$ cat config.mk
export PLATFORM = sky130hd
export DESIGN_NAME = imm_ext_arbiter
export DESIGN_NICKNAME = d
export VERILOG_FILES = /design/src/rtl/imm_ext_arbiter.sv
export SDC_FILE = /design/constraint.sdc
export NUM_CORES = 1
export LEC_CHECK = 0
export BUFFER_PORTS_ARGS = -buffer_cell sky130_fd_sc_hd__buf_2
export CORE_MARGIN = 10
export CORE_UTILIZATION = 52
export DETAILED_ROUTE_END_ITERATION = 16
export PLACE_DENSITY = 0.8
export SETUP_SLACK_MARGIN = 0.3
export SYNTH_ARGS = -nofsm -noshare
export SYNTH_HDL_FRONTEND = slang
export SYNTH_SLANG_ARGS = --single-unit
$ cat constraint.sdc
create_clock -name clk -period 1.8 [get_ports clk]
set_clock_uncertainty 0.2 [all_clocks]
set_input_delay 0.09 -clock clk [delete_from_list [all_inputs] [get_ports clk]]
set_output_delay 0.09 -clock clk [all_outputs]
set_load 0.01 [all_outputs]
$ cat src/rtl/imm_ext_arbiter.sv
// ---------------------------------------------------------------------------
// imm_ext_arbiter : round-robin two-requester immediate extender, 2-stage pipe
// Revision: 1.0
// ---------------------------------------------------------------------------
`default_nettype none

module imm_ext_arbiter (
  input  logic        clk,
  input  logic        reset,
  input  logic        req0_valid,
  output logic        req0_ready,
  input  logic [31:0] req0_instr,
  input  logic [2:0]  req0_fmt,
  input  logic        req1_valid,
  output logic        req1_ready,
  input  logic [31:0] req1_instr,
  input  logic [2:0]  req1_fmt,
  output logic        out_valid,
  input  logic        out_ready,
  output logic [63:0] out_imm,
  output logic        out_id,
  output logic        out_err
);

  localparam logic [2:0] C_FMT_I12  = 3'd0;
  localparam logic [2:0] C_FMT_S9   = 3'd1;
  localparam logic [2:0] C_FMT_B19  = 3'd2;
  localparam logic [2:0] C_FMT_J26  = 3'd3;
  localparam logic [2:0] C_FMT_U6   = 3'd4;
  localparam logic [2:0] C_FMT_MOVW = 3'd5;

  logic        r_run;
  logic        r_ptr;
  logic        r_s1_valid;
  logic [25:0] r_s1_instr;
  logic [2:0]  r_s1_fmt;
  logic        r_s1_id;
  logic        r_s2_valid;
  logic [63:0] r_s2_imm;
  logic        r_s2_id;
  logic        r_s2_err;

  logic        w_s2_free;
  logic        w_s1_free;
  logic        w_s1_adv;
  logic        w_gnt_valid;
  logic        w_gnt_id;
  logic        w_accept;
  logic [31:0] w_gnt_instr;
  logic [2:0]  w_gnt_fmt;
  logic [63:0] w_ext_imm;
  logic        w_ext_err;
  logic        w_unused;

  // Upper instruction bits never feed any format.
  assign w_unused = ^{req0_instr[31:26], req1_instr[31:26]};

  // r_run holds ready low until the first edge after reset release.
  assign w_s2_free = !r_s2_valid || out_ready;
  assign w_s1_adv  = r_s1_valid && w_s2_free;
  assign w_s1_free = r_run && (!r_s1_valid || w_s2_free);

  always_comb begin
    w_gnt_valid = 1'b0;
    w_gnt_id    = 1'b0;
    if (req0_valid && req1_valid) begin
      w_gnt_valid = 1'b1;
      w_gnt_id    = ~r_ptr;
    end else if (req0_valid) begin
      w_gnt_valid = 1'b1;
      w_gnt_id    = 1'b0;
    end else if (req1_valid) begin
      w_gnt_valid = 1'b1;
      w_gnt_id    = 1'b1;
    end
  end

  assign w_accept    = w_s1_free && w_gnt_valid;
  assign req0_ready  = w_accept && !w_gnt_id;
  assign req1_ready  = w_accept && w_gnt_id;
  assign w_gnt_instr = w_gnt_id ? req1_instr : req0_instr;
  assign w_gnt_fmt   = w_gnt_id ? req1_fmt : req0_fmt;

  always_comb begin
    w_ext_imm = 64'd0;
    w_ext_err = 1'b0;
    case (r_s1_fmt)
      C_FMT_I12:  w_ext_imm = {52'd0, r_s1_instr[21:10]};
      C_FMT_S9:   w_ext_imm = {{55{r_s1_instr[20]}}, r_s1_instr[20:12]};
      C_FMT_B19:  w_ext_imm = {{43{r_s1_instr[23]}}, r_s1_instr[23:5], 2'b00};
      C_FMT_J26:  w_ext_imm = {{36{r_s1_instr[25]}}, r_s1_instr[25:0], 2'b00};
      C_FMT_U6:   w_ext_imm = {58'd0, r_s1_instr[15:10]};
      C_FMT_MOVW: w_ext_imm = {48'd0, r_s1_instr[20:5]} << {r_s1_instr[22:21], 4'b0000};
      default:    w_ext_err = 1'b1;
    endcase
  end

  always_ff @(posedge clk or negedge reset) begin
    if (!reset) begin
      r_run      <= 1'b0;
      r_ptr      <= 1'b1;
      r_s1_valid <= 1'b0;
      r_s1_instr <= 26'd0;
      r_s1_fmt   <= 3'd0;
      r_s1_id    <= 1'b0;
      r_s2_valid <= 1'b0;
      r_s2_imm   <= 64'd0;
      r_s2_id    <= 1'b0;
      r_s2_err   <= 1'b0;
    end else begin
      r_run <= 1'b1;
      if (w_accept) begin
        r_ptr      <= w_gnt_id;
        r_s1_instr <= w_gnt_instr[25:0];
        r_s1_fmt   <= w_gnt_fmt;
        r_s1_id    <= w_gnt_id;
        r_s1_valid <= 1'b1;
      end else if (w_s1_adv) begin
        r_s1_valid <= 1'b0;
      end
      // S2 payload only changes on advance, so it stays stable under stall.
      if (w_s1_adv) begin
        r_s2_imm   <= w_ext_imm;
        r_s2_id    <= r_s1_id;
        r_s2_err   <= w_ext_err;
        r_s2_valid <= 1'b1;
      end else if (out_ready) begin
        r_s2_valid <= 1'b0;
      end
    end
  end

  assign out_valid = r_s2_valid;
  assign out_imm   = r_s2_imm;
  assign out_id    = r_s2_id;
  assign out_err   = r_s2_err;

endmodule

`default_nettype wire
# == Word-level counts from Yosys, hierarchy flattened ==
# Index checks and enable logic that the tools add are counted.
# op_classes
eq_ne,5
shift,1
muxes,13
bitwise,1
reduce_logical,15
# ops
op,n
64-bit case mux with 6 select lines,1
16-bit by 6-bit left shift with 64-bit output,1
26-bit two-way mux,1
1-bit two-way mux,10
3-bit by 2-bit equality test with 1-bit output (second input constant),2
3-bit equality test (second input constant),2
1-bit logical AND,6
6-bit OR reduction,1
2-bit nonzero test,2
3-bit by 1-bit equality test with 1-bit output (second input constant),1
1-bit logical NOT,3
3-bit logical NOT,1
3-bit two-way mux,1
1-bit logical OR,2
1-bit NOT,1
# totals
regBits,100
inputBits,75
output_inout_bits,69
elab_cells,45

# == Logic depth before layout (Yosys ltp) ==
# Gate-level depths: netlist of run 1.
# depth
word_depth,6
ltp_mapped,7
ltp_nobuf,4

# == Worst setup path before layout of run 1 ==
# Ideal clock, no wire load.
# synth_timing
path_kind,register to register
from,register r_s1_fmt[1]
to,register r_s2_imm[7] (netlist: out_imm[7])
setup_time_ns,0.127
arrival_ns,1.364
required_time_ns,1.473
setup_slack_ns,0.109
stages_incl_launch_ff,6
n_path_buf,2
period_less_slack_ns,1.691
path_cell_list,dfrtp_1 > buf_6 > clkbuf_1 > mux4_2 > a221oi_1 > nor2_1
# synth_via
elab_chain_cells,2
elab_cells_between_ends,7
cone_classes,5 x eq/ne; 1 x mux; 1 x reduce/logical
# synth_lines
element,line_no,source
from (decl),36,logic [2:0] r_s1_fmt;
from (signal assigned),115,r_s1_fmt <= w_gnt_fmt;
"3-bit equality test, or another cell as far along",87,case (r_s1_fmt)
64-bit case mux with 6 select lines *,87,
to (signal assigned),123,r_s2_imm <= w_ext_imm;
to (decl),39,logic [63:0] r_s2_imm;
# Mark *: on every way between the ends. The rest lies on a longest branch, timed or not.
# A chain may end at the register's enable or synchronous reset.

# == Worst setup path after layout of run 1 ==
# layout_timing
from,register r_s1_fmt[0]
to,register r_s2_imm[28] (netlist: out_imm[28])
# The elaborated chain is that of the path after synthesis.

==> results.md, run 1 <==
Outcome:
- The flow ran to the end, but the final reports show violations.
- The checks that failed: negative hold slack, negative setup slack.

STA:
- Setup violations remaining at the end of the flow were counted as 1.
- The minimum clock period after layout is 1.80 ns.
- For this run, the top clock speed supported by timing is 555 MHz.
- The final hold slack is -0.116 ns.
- The final worst setup slack is -0.000748 ns.
- At the pin with the least slew margin, the transition time is 0.590 ns.
- The final-report max-slew violation count came to 0.
- Headroom to the max-slew limit came out at 60.7%.
- The number of failing hold endpoints at the final stage came to 2.
- Setup repair after global routing could not meet its margin everywhere.
- The final critical path takes up 100% of the cycle.

Worst setup path:
- Data arrives at the worst endpoint at 1.86 ns.
- The slowest stage of the critical path belongs to the cell sky130_fd_sc_hd__dfrtp_2.
- The critical path is of the flip-flop to flip-flop type.
- The startpoint type of the worst setup path is a flip-flop.
- The highest cell delay on the worst timing path is 0.45 ns.
- Counting cells, the worst reg-to-reg path comes to 7.
- Among the stages of the critical path, the cell type that occurs most often is sky130_fd_sc_hd__buf_12.
- Walking the worst path, the cells encountered are buf_12, nor3b_4, and2_4, o21ai_4, buf_12, clkbuf_16, nand2_1.
- The worst endpoint required time is 1.86 ns.
- The number of logic stages on the critical path including buffering is 7.
- The maximum fanout count along the critical path is 7.
- The critical path contains buffers and inverters numbering 3 combined.
- In this design, the largest share of critical-path delay is due to buffers and inverters.
- The nature of the critical path endpoint is a flip-flop.

Cells and area:
- The area added between synthesis and finish is 56.0%.
- The number of fill cells in the layout is 462.
- The final layout contains 776 nets.
- The utilization of the core after routing is 82.5%.
- Cells with a size suffix above 1 make up 45.0% of the layout.
- The finished cells cover 0.00755 sq mm.

CTS:
- The root buffer cell is sky130_fd_sc_hd__clkbuf_8.
- The clock passes through at most 2 buffers.
- The CTS tree is done.
- For this design, the CTS-stage hold fixing added 61 buffers.
- The H-tree level count is 3.
- For the worst-skew pair, the clock arrives at the later sink with an insertion delay of 0.38 ns.
- Buffers inserted during clock tree synthesis total 9.
- Clock-pin slew was measured on the worst setup and hold paths at 0.10 ns.
- The number of clock sinks is 100.

Route:
- Dividing the detail-routed wire length by the instance count gives 24.5 um.
- The via density per instance is 6.31.
- The routed design has 20.0 mm of wire.
- The detailed-routing iteration count for the pre-antenna-repair pass is 6.
- In this run, the number of DRC markers left after iteration 0 of detailed routing was 717.
- The count of antenna-violating nets left after detailed routing is 0.
- After detailed routing, the number of remaining DRC violations is 0.
- For this block, the via count after detailed routing is 5,159.

Placement:
- Timing analysis after detailed placement gives a worst setup slack of 0.0356 ns.
- The instance area after placement is 0.00588 sq mm.
- In this run the tool buffered the top-level ports with 131 buffer cells.
- The placer's final routability congestion estimate is 0.921.
- Detailed placement finished with a half-perimeter wire length of 11.2 mm.

Flow run:
- The number of violations of the max-capacitance limit is 0.

Synthesis:
- The net count after synthesis is 536.
- Counting flops and latches in the post-synthesis netlist gives 100.
- The share of the Yosys chip area taken by registers is 51.7%.
- The synthesized netlist occupies a cell area of 0.00484 sq mm.
- The mean post-synth cell area is 10.5 sq um.
- The top cell type by total area after synthesis is sky130_fd_sc_hd__dfrtp_1.
- The proportion of netlist area held by the largest area contributor is 51.2%.
- For this run, the leading register cell type out of synthesis is sky130_fd_sc_hd__dfrtp_1.
- Ranked by instance count, the synthesized netlist is headed by sky130_fd_sc_hd__dfrtp_1, sky130_fd_sc_hd__nand2_1, sky130_fd_sc_hd__a22oi_1.
- During synthesis, Yosys emitted a total of 0 warnings.
- The number of distinct library cells after synthesis is 44.
- In the synthesized netlist the async set-or-reset flop fraction comes to 100%.
- sky130_fd_sc_hd__dfrtp_1 is the most common cell in the netlist.
- The number of enable-type register cells in the synthesized netlist is 0.
- In the post-synthesis netlist, the biggest area contributors are sky130_fd_sc_hd__dfrtp_1, sky130_fd_sc_hd__a221o_1, sky130_fd_sc_hd__a22oi_1.
- The number of instances in the synthesized netlist is 461.

Floorplan:
- The initial utilization of the core area, before any placement, comes to 52.9%.
- The die is 116 um wide.
- The floorplan die height is 116 um.
- In this run the standard cell core region covers 0.00915 sq mm.
- The number of ports placed on the die boundary is 144.
- The total die area is 0.0136 sq mm.
- After floorplanning, the core was divided into 35 placement rows.

Power and ir drop:
- Across the VDD grid, the largest voltage drop is 0.764 mV.
- The leakage power is 3.71 nW.
- For this design the ratio of total power to cell area is 1120 mW/mm^2.

Global route:
- The number of global-route vias before repair is 4,909.
- The first global-routing pass estimated 27.2 mm of wire.
- The leftover overflow at the end of global routing is 0.
- For this run, the total global-route usage over all layers was measured as 26.2%.
- The pin count of the biggest net entering global routing is 45.
- The initial antenna violation count is 0.

Worst hold path:
- The worst hold path passes through 3 cells.
- The min-delay analysis places its worst path in the category primary input to flip-flop.
## timing repair
action                     4_1_cts  5_1_grt
cloned                           4        7
hold endpoints to repair       132        2
pin swaps                       20       28
resized for setup               52       77
buffers inserted                13       10
setup endpoints to repair       95       98
## registers in the layout (all words and copies together), names as in the netlist
signal / flops
out_err: 1
out_id: 1
out_imm: 64
out_valid: 1
r_ptr: 1
r_run: 1
r_s1_fmt: 3
r_s1_id: 1
r_s1_instr: 26
r_s1_valid: 1
## worst register-to-register path: stages, from the launching register on
cell                        delay (ns)
sky130_fd_sc_hd__dfrtp_2          0.45
sky130_fd_sc_hd__buf_12           0.16
sky130_fd_sc_hd__nor3b_4          0.15
sky130_fd_sc_hd__and2_4           0.17
sky130_fd_sc_hd__o21ai_4          0.16
sky130_fd_sc_hd__buf_12           0.16
sky130_fd_sc_hd__clkbuf_16        0.16
sky130_fd_sc_hd__nand2_1          0.06
## placed cells by master (no fill, tap or decap), types with 5 or more instances in the layout
cell	n
sky130_fd_sc_hd__dlygate4sd3_1	61
sky130_fd_sc_hd__nand3_1	9
sky130_fd_sc_hd__clkbuf_8	9
sky130_fd_sc_hd__nand2_1	37
sky130_fd_sc_hd__mux2i_1	12
sky130_fd_sc_hd__o21ai_4	5
sky130_fd_sc_hd__buf_2	128
sky130_fd_sc_hd__dfrtp_2	5
sky130_fd_sc_hd__a221o_1	35
sky130_fd_sc_hd__nand2_2	14
sky130_fd_sc_hd__dfrtp_1	94
sky130_fd_sc_hd__a22oi_1	36
sky130_fd_sc_hd__a211oi_2	6
sky130_fd_sc_hd__and2_4	10
sky130_fd_sc_hd__a21oi_2	5
sky130_fd_sc_hd__and2_0	21
sky130_fd_sc_hd__nor2_1	30
sky130_fd_sc_hd__buf_6	20
sky130_fd_sc_hd__buf_4	46
sky130_fd_sc_hd__buf_12	11
sky130_fd_sc_hd__nand2_4	9
sky130_fd_sc_hd__o21ai_1	6
sky130_fd_sc_hd__a21oi_1	13
## where the power goes
part | leakage (nW) | switching [mW] | internal, mW | total [mW]
registers | 1.28 | 0.550 | 2.87 | 3.41
clock network | 0.100 | 0.883 | 0.542 | 1.42
logic | 2.33 | 1.94 | 1.68 | 3.62
total | 3.71 | 3.38 | 5.09 | 8.46
## worst paths after layout
check	from	endpoint	slack [ns]
worst min-delay path	out_ready	r_s1_valid	-0.12
worst min register to register	out_id	out_id	0.28
worst max-delay path	r_s1_fmt[0]	out_imm[28]	-0.0007
max in group asynchronous	reset	out_valid	0.73
worst max register to register	r_s1_fmt[0]	out_imm[28]	-0.0007
min in group asynchronous	reset	out_imm[40]	0.02
## metal layers
metal	GRT usage [%]	routed length (um)	vias up
met2	44.3	9830	381
met5	0	0	-
met3	6.78	2190	94
met4	11.3	889	0
li1	-	-	2181
met1	30.8	7130	2503
## logic make-up (layout without fill, tap and decap cells)
kind of cell	after synthesis	in the layout	share of synthesized area, %
other cells	1	2	0.0775
compound gates	133	136	21.4
flops	100	100	51.7
buf+inv	48	290	5.84
simple gates	165	165	17.6
mux	14	14	3.41
## final cells by class
class                      instances  area (sq um)  area share, %
sequential                       100          2510           33.2
tap                              111           139           1.84
clock inverter                     7          72.6          0.961
multi-input combinational        316          2520           33.4
inverter                           2          7.51         0.0994
clock buffer                       9           124           1.64
antenna                            1          2.50         0.0331
timing repair buffer             272          2170           28.8
## metrics by stage
| step | power [mW] | setup TNS [ns] | instances |
|---|---|---|---|
| after floorplan | 4.89 | 0 | 461 |
| after global placement | 6.08 | 0 | 706 |
| after detailed placement | 6.17 | 0 | 706 |
| after CTS | 7.95 | 0 | 800 |
| after global routing | 8.80 | -0.261 | 817 |
| final | 8.46 | -0.000748 | 818 |
Note: power is estimated with default switching activity, not from simulation.
==> run 2, diff against run 1 <==
GPL_TIMING_DRIVEN = 0   (was not set)
==> results.md, run 2 (synthesized netlist as in run 1, its figures left out) <==
Outcome:
- The run finished, with violations left.
- The checks that failed: negative hold slack, negative setup slack.

CTS:
- The root buffer cell is sky130_fd_sc_hd__clkbuf_8.
- The CTS tree is done.
- The CTS clock-pin slew for the worst setup and hold paths is 0.11 ns.
- The clock tree synthesis step divided the H-tree into 3 levels.
- After clock tree synthesis, the flow added hold-fix buffers numbering 61.
- The worst-skew pair later-pin latency is 0.38 ns.
- Clock tree synthesis found a total of 100 sinks.
- In this run, CTS created clock tree buffers numbering 9.
- The maximum buffer depth of the clock tree is 2.

Cells and area:
- The area added between synthesis and finish is 63.5%.
- The flip-flop count of the largest register, all copies and words added is 64.
- In the final layout, the share of cells above drive strength 1 is 49.9%.
- The top cell types in the final layout, fill and taps aside, are sky130_fd_sc_hd__buf_2, sky130_fd_sc_hd__dfrtp_1, sky130_fd_sc_hd__dlygate4sd3_1.
- The library cell used most frequently in the layout, excluding fill and tap cells, is sky130_fd_sc_hd__buf_2.
- The post-layout net count is 803.
- The final non-filler cell total is 845.

STA:
- The fmax is 530 MHz.
- The final hold slack is -0.0644 ns.
- The worst path uses 105% of the clock period.
- The final worst setup slack is -0.0852 ns.
- The final-report max-slew violation count is 0.
- The worst slew margin relative to its limit is 52.8%.
- For the pin with the worst max-slew slack, the measured transition is 0.708 ns.
- The minimum clock period after layout is 1.89 ns.
- The final count of negative-setup-slack endpoints is 41.
- The number of failing hold endpoints at the final stage is 1.
- Setup repair after global routing could not meet its margin everywhere.

Global route:
- The initial antenna violation count is 0.
- Global routing finished with a remaining overflow of 0.
- The number of global-route vias before repair is 5,216.
- The global-route usage over all layers is 26.6%.
- The pin count of the biggest net entering global routing is 61.
- The global-route wire length before repair is 27.9 mm.

Worst hold path:
- For hold timing, the worst endpoint is out_valid.
- The number of cells traversed by the worst hold path is 3.
- The source of the worst hold timing path is out_ready.
- The worst hold path belongs to the class primary input to flip-flop.

Route:
- Wires add up to 21.1 mm.
- The wire length per cell after detailed routing is 25.0 um.
- The detail route stage leaves a number of antenna-violating nets equal to 0.
- The remaining design rule violation count is 0.
- The via total after detailed routing is 5,412.
- The number of DRC markers in iteration 0 is 680.
- After detailed routing, the number of vias per cell comes to 6.40.
- The detailed-routing iteration count for the pre-antenna-repair pass is 8.

Floorplan:
- The total die area is 0.0136 sq mm.
- The area inside the core boundary is 0.00915 sq mm.
- The initial core utilization is 52.9%.
- The die outline width is 116 um.
- The floorplan step set the die height to 116 um.
- For this design the top-level I/O count stands at 144.
- The initialized floorplan defines 35 standard-cell rows.

Worst setup path:
- The worst endpoint required time is 1.87 ns.
- The startpoint of the worst setup timing path is r_s1_fmt[2].
- The path type of the worst setup path is flip-flop to flip-flop.
- Across all register-to-register paths, the minimum setup slack is -0.09 ns.
- The nature of the critical path endpoint is a flip-flop.
- The reg-to-reg startpoint is r_s1_fmt[2].
- Measured in cells, the most critical reg-to-reg path has a length of 8.
- In this run the critical register-to-register path is captured at out_imm[50].
- The maximum fanout count along the critical path is 9.
- The data arrival time of the critical path is 1.96 ns.
- The startpoint type of the worst setup path is a flip-flop.

Power and ir drop:
- The highest ir drop seen on vdd is 0.572 mV.
- The analysis attributes to cell leakage a power of 3.88 nW.
- Power comes to 8.88 mW.
- The power density over the cells is 1120 mW/mm^2.

Placement:
- The cell total after placement is 704.
- During placement, the flow inserted port buffers numbering 131.
- Once detailed placement completed, the half-perimeter wirelength came to 11.1 mm.
- The placer's final routability congestion estimate is 0.953.

Flow run:
- The tool flagged a number of max-cap violations equal to 0.
-- run 2: changes by cell type in the layout (fill, tap and decap cells not counted), moves of 5 or more --
cell,previous run,this run
sky130_fd_sc_hd__buf_8,2,15
sky130_fd_sc_hd__nand2_2,14,33
sky130_fd_sc_hd__buf_6,20,32
sky130_fd_sc_hd__nand2_1,37,22
sky130_fd_sc_hd__nand2_4,9,4
sky130_fd_sc_hd__clkbuf_2,0,7
sky130_fd_sc_hd__buf_4,46,36
-- run 2: how the worst max path moves through the flow --
stage,endpoint,cells past startpoint,slack (ns)
after global placement,out_valid,1,-0.66
after global routing,out_imm[54],7,-0.11
after floorplan,out_imm[7],4,0.17
after detailed placement,out_imm[6],4,-0.15
final,out_imm[50],8,-0.09
after CTS,out_imm[3],6,0.03
-- run 2: final cells by class --
type | instances | area, sq um
clock buffers | 10 | 128
fillers | 428 | 1240
repair buffers | 256 | 2030
flip-flops and latches | 100 | 2510
inverters | 2 | 7.51
diodes | 1 | 2.50
multi-input cells | 313 | 2510
plain buffers | 46 | 513
clock inverters | 6 | 72.6
well taps | 111 | 139
-- run 2: metrics by stage --
step,utilization (%),hold WS [ns],setup slack (ns),instance area (sq um),TNS [ns]
2_1_floorplan,-,-0.406,0.169,4980,0
3_3_place_gp,63.1,0.114,-0.663,5780,-49.87
3_5_place_dp,63.4,-0.0967,-0.147,5810,-2.34
4_1_cts,78.0,-0.0800,0.0329,7140,0
5_1_grt,86.4,-0.0570,-0.109,7910,-3.48
6_report,86.5,-0.0644,-0.0852,7910,-1.97
-- run 2: report_power, final --
group / switching (mW) / total, mW / leakage (nW) / internal, mW
Clock: 0.864 / 1.52 / 0.0911 / 0.659
Sequential: 0.591 / 3.45 / 1.28 / 2.86
Combinational: 2.03 / 3.90 / 2.51 / 1.87
Total: 3.49 / 8.88 / 3.88 / 5.40
-- run 2: worst max-delay path, cell delays in order, from the launching register on --
cell	delay (ns)
sky130_fd_sc_hd__dfrtp_1	0.45
sky130_fd_sc_hd__buf_4	0.17
sky130_fd_sc_hd__nand2b_4	0.13
sky130_fd_sc_hd__buf_8	0.15
sky130_fd_sc_hd__a21oi_4	0.05
sky130_fd_sc_hd__o21ai_4	0.24
sky130_fd_sc_hd__buf_12	0.18
sky130_fd_sc_hd__clkbuf_16	0.15
sky130_fd_sc_hd__nand2_2	0.05
-- run 2: what timing repair did --
item / CTS / global route
pin swaps: 35 / 50
setup endpoints to repair: 97 / 99
buffers inserted: 26 / 23
gates resized for setup: 81 / 131
endpoints found under the hold margin: 131 / 1
cloned: 7 / 7
-- run 2: layer usage --
layer	GRT usage, %	wire length, um	up-vias
met1	31.0	7490	2673
met3	6.78	2240	96
li1	-	-	2218
met4	12.4	902	0
met5	0	0	-
met2	45.0	10500	425
==> run 3, diff against run 2 <==
==> constraint.sdc (replaced) <==
create_clock -name clk -period 1.8 [get_ports clk]
set_clock_uncertainty 0.2 [all_clocks]
set_input_delay 0.27 -clock clk [delete_from_list [all_inputs] [get_ports clk]]
set_output_delay 0.27 -clock clk [all_outputs]
set_load 0.01 [all_outputs]
==> results.md, run 3 (synthesized netlist as in run 1, its figures left out) <==
Outcome:
- The final reports fail on negative hold slack, negative setup slack.
- The run finished, with violations left.

Worst setup path:
- The critical path is of the flip-flop to flip-flop type.
- In this run the critical register-to-register path is launched from r_s1_fmt[1].
- In this run the critical register-to-register path is captured at out_imm[53].
- For the worst setup path, the data arrival time is 2.03 ns.
- The most critical setup path has its startpoint at r_s1_fmt[1].
- On the critical path, the stage with the largest delay is an instance of sky130_fd_sc_hd__dfrtp_1.
- On the critical path the largest part of the delay comes from simple AND/OR/NAND/NOR gates.
- Among the stages of the critical path, the cell type that occurs most often is sky130_fd_sc_hd__buf_6.
- The logic depth of the worst register-to-register path is 8.
- The startpoint type of the worst setup path is a flip-flop.
- In this run the worst path has a maximum fanout of 8.
- The largest single stage delay on the critical path is 0.41 ns.
- The nature of the critical path endpoint is a flip-flop.
- The number of logic stages on the critical path including buffering is 8.
- At the worst endpoint, the required time is 1.93 ns.
- Counting both buffers and inverters, the worst setup path holds a total of 4.
- Across all register-to-register paths, the minimum setup slack is -0.10 ns.
- Traced cell by cell, the critical path runs through buf_6, buf_6, nor3b_4, and2_4, o21ai_4, buf_6, buf_6, nand2_2.

Worst hold path:
- The worst hold path endpoint is r_s1_instr[14].
- The number of cells traversed by the worst hold path is 3.
- The worst min-delay path class is primary input to flip-flop.
- The worst hold path begins at req0_instr[14].

Cells and area:
- The repair_antennas step left the layout with diodes totalling 0.
- The final non-filler cell total is 814.
- The library cell used most frequently in the layout, excluding fill and tap cells, is sky130_fd_sc_hd__buf_2.
- The number of fill cells in the layout is 423.
- Leaving out fill and tap cells, the most frequent cells in the layout are sky130_fd_sc_hd__buf_2, sky130_fd_sc_hd__dfrtp_1, sky130_fd_sc_hd__buf_6.
- In the final design database the tool counted 773 nets.
- The share of post-route cells with drive strength above 1 is 58.9%.
- The register with the most flip-flops in the layout has 64 of them.
- The area growth from synthesis to layout is 63.6%.

Route:
- The detailed-routing iteration count for the pre-antenna-repair pass is 6.
- The detail route stage leaves a number of antenna-violating nets equal to 0.
- The total wirelength of the detailed-routed design is 22.6 mm.
- The via density per instance is 6.76.
- Summing over every cut layer, the via total after detailed routing is 5,500.
- After detailed routing, the number of remaining DRC violations is 0.
- The wire length per cell after detailed routing is 27.8 um.
- The first routing iteration left 746 violations.

Floorplan:
- During I/O placement, the number of pins put on the boundary was 144.
- The total die area is 0.0136 sq mm.
- The initial core utilization is 52.9%.
- The floorplan has 35 rows.
- The core region is 0.00915 sq mm.
- The floorplan die height is 116 um.
- The die outline width is 116 um.

CTS:
- The maximum buffer depth of the clock tree is 2.
- The H-tree was split into 3 levels.
- Clock tree synthesis selected as its root buffer the cell sky130_fd_sc_hd__clkbuf_8.
- The worst-skew pair later-pin latency is 0.39 ns.
- The CTS clock-pin slew for the worst setup and hold paths is 0.11 ns.
- The number of buffers added by the clock tree synthesis step is 9.
- TritonCTS built the clock tree.
- The clock drives 100 sinks.

Placement:
- The congestion estimate from routability-driven global placement came to 0.953.
- In this run the tool buffered the top-level ports with 131 buffer cells.
- The cell total after placement is 704.
- Once detailed placement completed, the half-perimeter wirelength came to 11.1 mm.

STA:
- Setup violations remaining at the end of the flow were counted as 56.
- The final hold slack is -0.00556 ns.
- The final worst setup slack is -0.103 ns.
- Setup repair after global routing could not meet its margin everywhere.
- Derived from the worst setup path, the maximum achievable clock frequency is 526 MHz.
- The transition time at the pin with the least slew margin is 0.650 ns.
- The final-report max-slew violation count is 0.
- The worst slew margin relative to its limit is 56.7%.
- Summed over all failing endpoints, the final setup total negative slack is -3.12 ns.
- For the finished layout, the period the worst path requires is 1.90 ns.
- The share of the cycle needed by the critical path after routing is 106%.
- The number of failing hold endpoints at the final stage is 2.

Global route:
- The initial antenna violation count is 1.
- Entering global routing, the biggest net connects 61 pins.
- The global-route wire length before repair is 29.9 mm.
- For this run the aggregate overflow at the end of global routing stands at 0.
- Global routing consumed, over all layers together, 28.6% of the routing resources.
- The number of global-route vias before repair was 5,465.

Power and ir drop:
- The share of total power dissipated in sequential elements is 38.0%.
- The design internal power is 5.47 mW.
- The highest ir drop seen on vdd is 0.612 mV.
- The power share of the clock group is 16.7%.
- The switching power summed over all nets is 3.73 mW.
- The sum of internal, switching and leakage power is 9.20 mW.
- The leakage power is 3.85 nW.
- Net switching is 40.5% of the power.
- The combinational cell fraction of total power is 45.3%.
- The power density over the cells is 1160 mW/mm^2.

Flow run:
- The number of violations of the max-capacitance limit is 0.
==> run 3: changes by cell type in the layout (fill, tap and decap cells not counted), sizes merged <==
cell	previous run	this run
dlygate4sd3	61	31
diode	1	0
clkbuf	27	26
o21ai	10	11
==> run 3: repair_timing <==
| item | CTS | global route |
|---|---|---|
| buffers inserted | 35 | 12 |
| gates resized for setup | 196 | 82 |
| cloned | 13 | 3 |
| hold buffers | 31 | 0 |
| setup endpoints to repair | 97 | 98 |
| endpoints found under the hold margin | 70 | 0 |
| pin swaps | 49 | 38 |
==> run 3: worst max path at each step <==
stage                   to
2_1_floorplan   out_imm[7]
3_3_place_gp     out_valid
3_5_place_dp    out_imm[6]
4_1_cts         req1_ready
5_1_grt         req1_ready
6_report       out_imm[53]
==> run 3: cell type report <==
cell class	instances	area (sq um)	share of cell area, %
multi-input combinational	314	2770	35.0
buffer	46	515	6.51
timing repair buffer	225	1780	22.4
sequential	100	2510	31.7
clock buffer	10	128	1.61
inverter	2	7.51	0.0949
tap	111	139	1.75
clock inverter	6	72.6	0.917
==> run 3: power groups by stage <==
stage | clock network (mW) | logic, mW | registers, mW
after floorplan | 0 | 1.42 | 3.48
after global placement | 0 | 2.62 | 3.37
after detailed placement | 0 | 2.68 | 3.39
after CTS | 1.49 | 3.56 | 3.40
after global routing | 1.61 | 4.32 | 3.54
final | 1.54 | 4.17 | 3.50
==> run 3: per-stage QoR <==
| step | instance area, sq um | setup WS (ns) | utilization, % |
|---|---|---|---|
| final | 7910 | -0.103 | 86.5 |
| after global routing | 7910 | -0.134 | 86.5 |
| after CTS | 7470 | -0.0583 | 81.6 |
| after detailed placement | 5810 | -0.147 | 63.4 |
| after global placement | 5780 | -0.843 | 63.1 |
| after floorplan | 4980 | 0.169 | - |
==> run 3: tightest hold or removal path: stages <==
cell and delay, ns:
sky130_fd_sc_hd__buf_2 0.08, sky130_fd_sc_hd__and2_4 0.12, sky130_fd_sc_hd__a221o_1 0.09
==> run 3: per-layer routing <==
layer  vias up  track usage [%]  part of all wire [%]
met3       154             6.68                    13
li1       2165                -                     -
met4         0             16.0                   6.8
met2       525             46.8                    47
met5         -                0                     0
met1      2656             34.0                    33
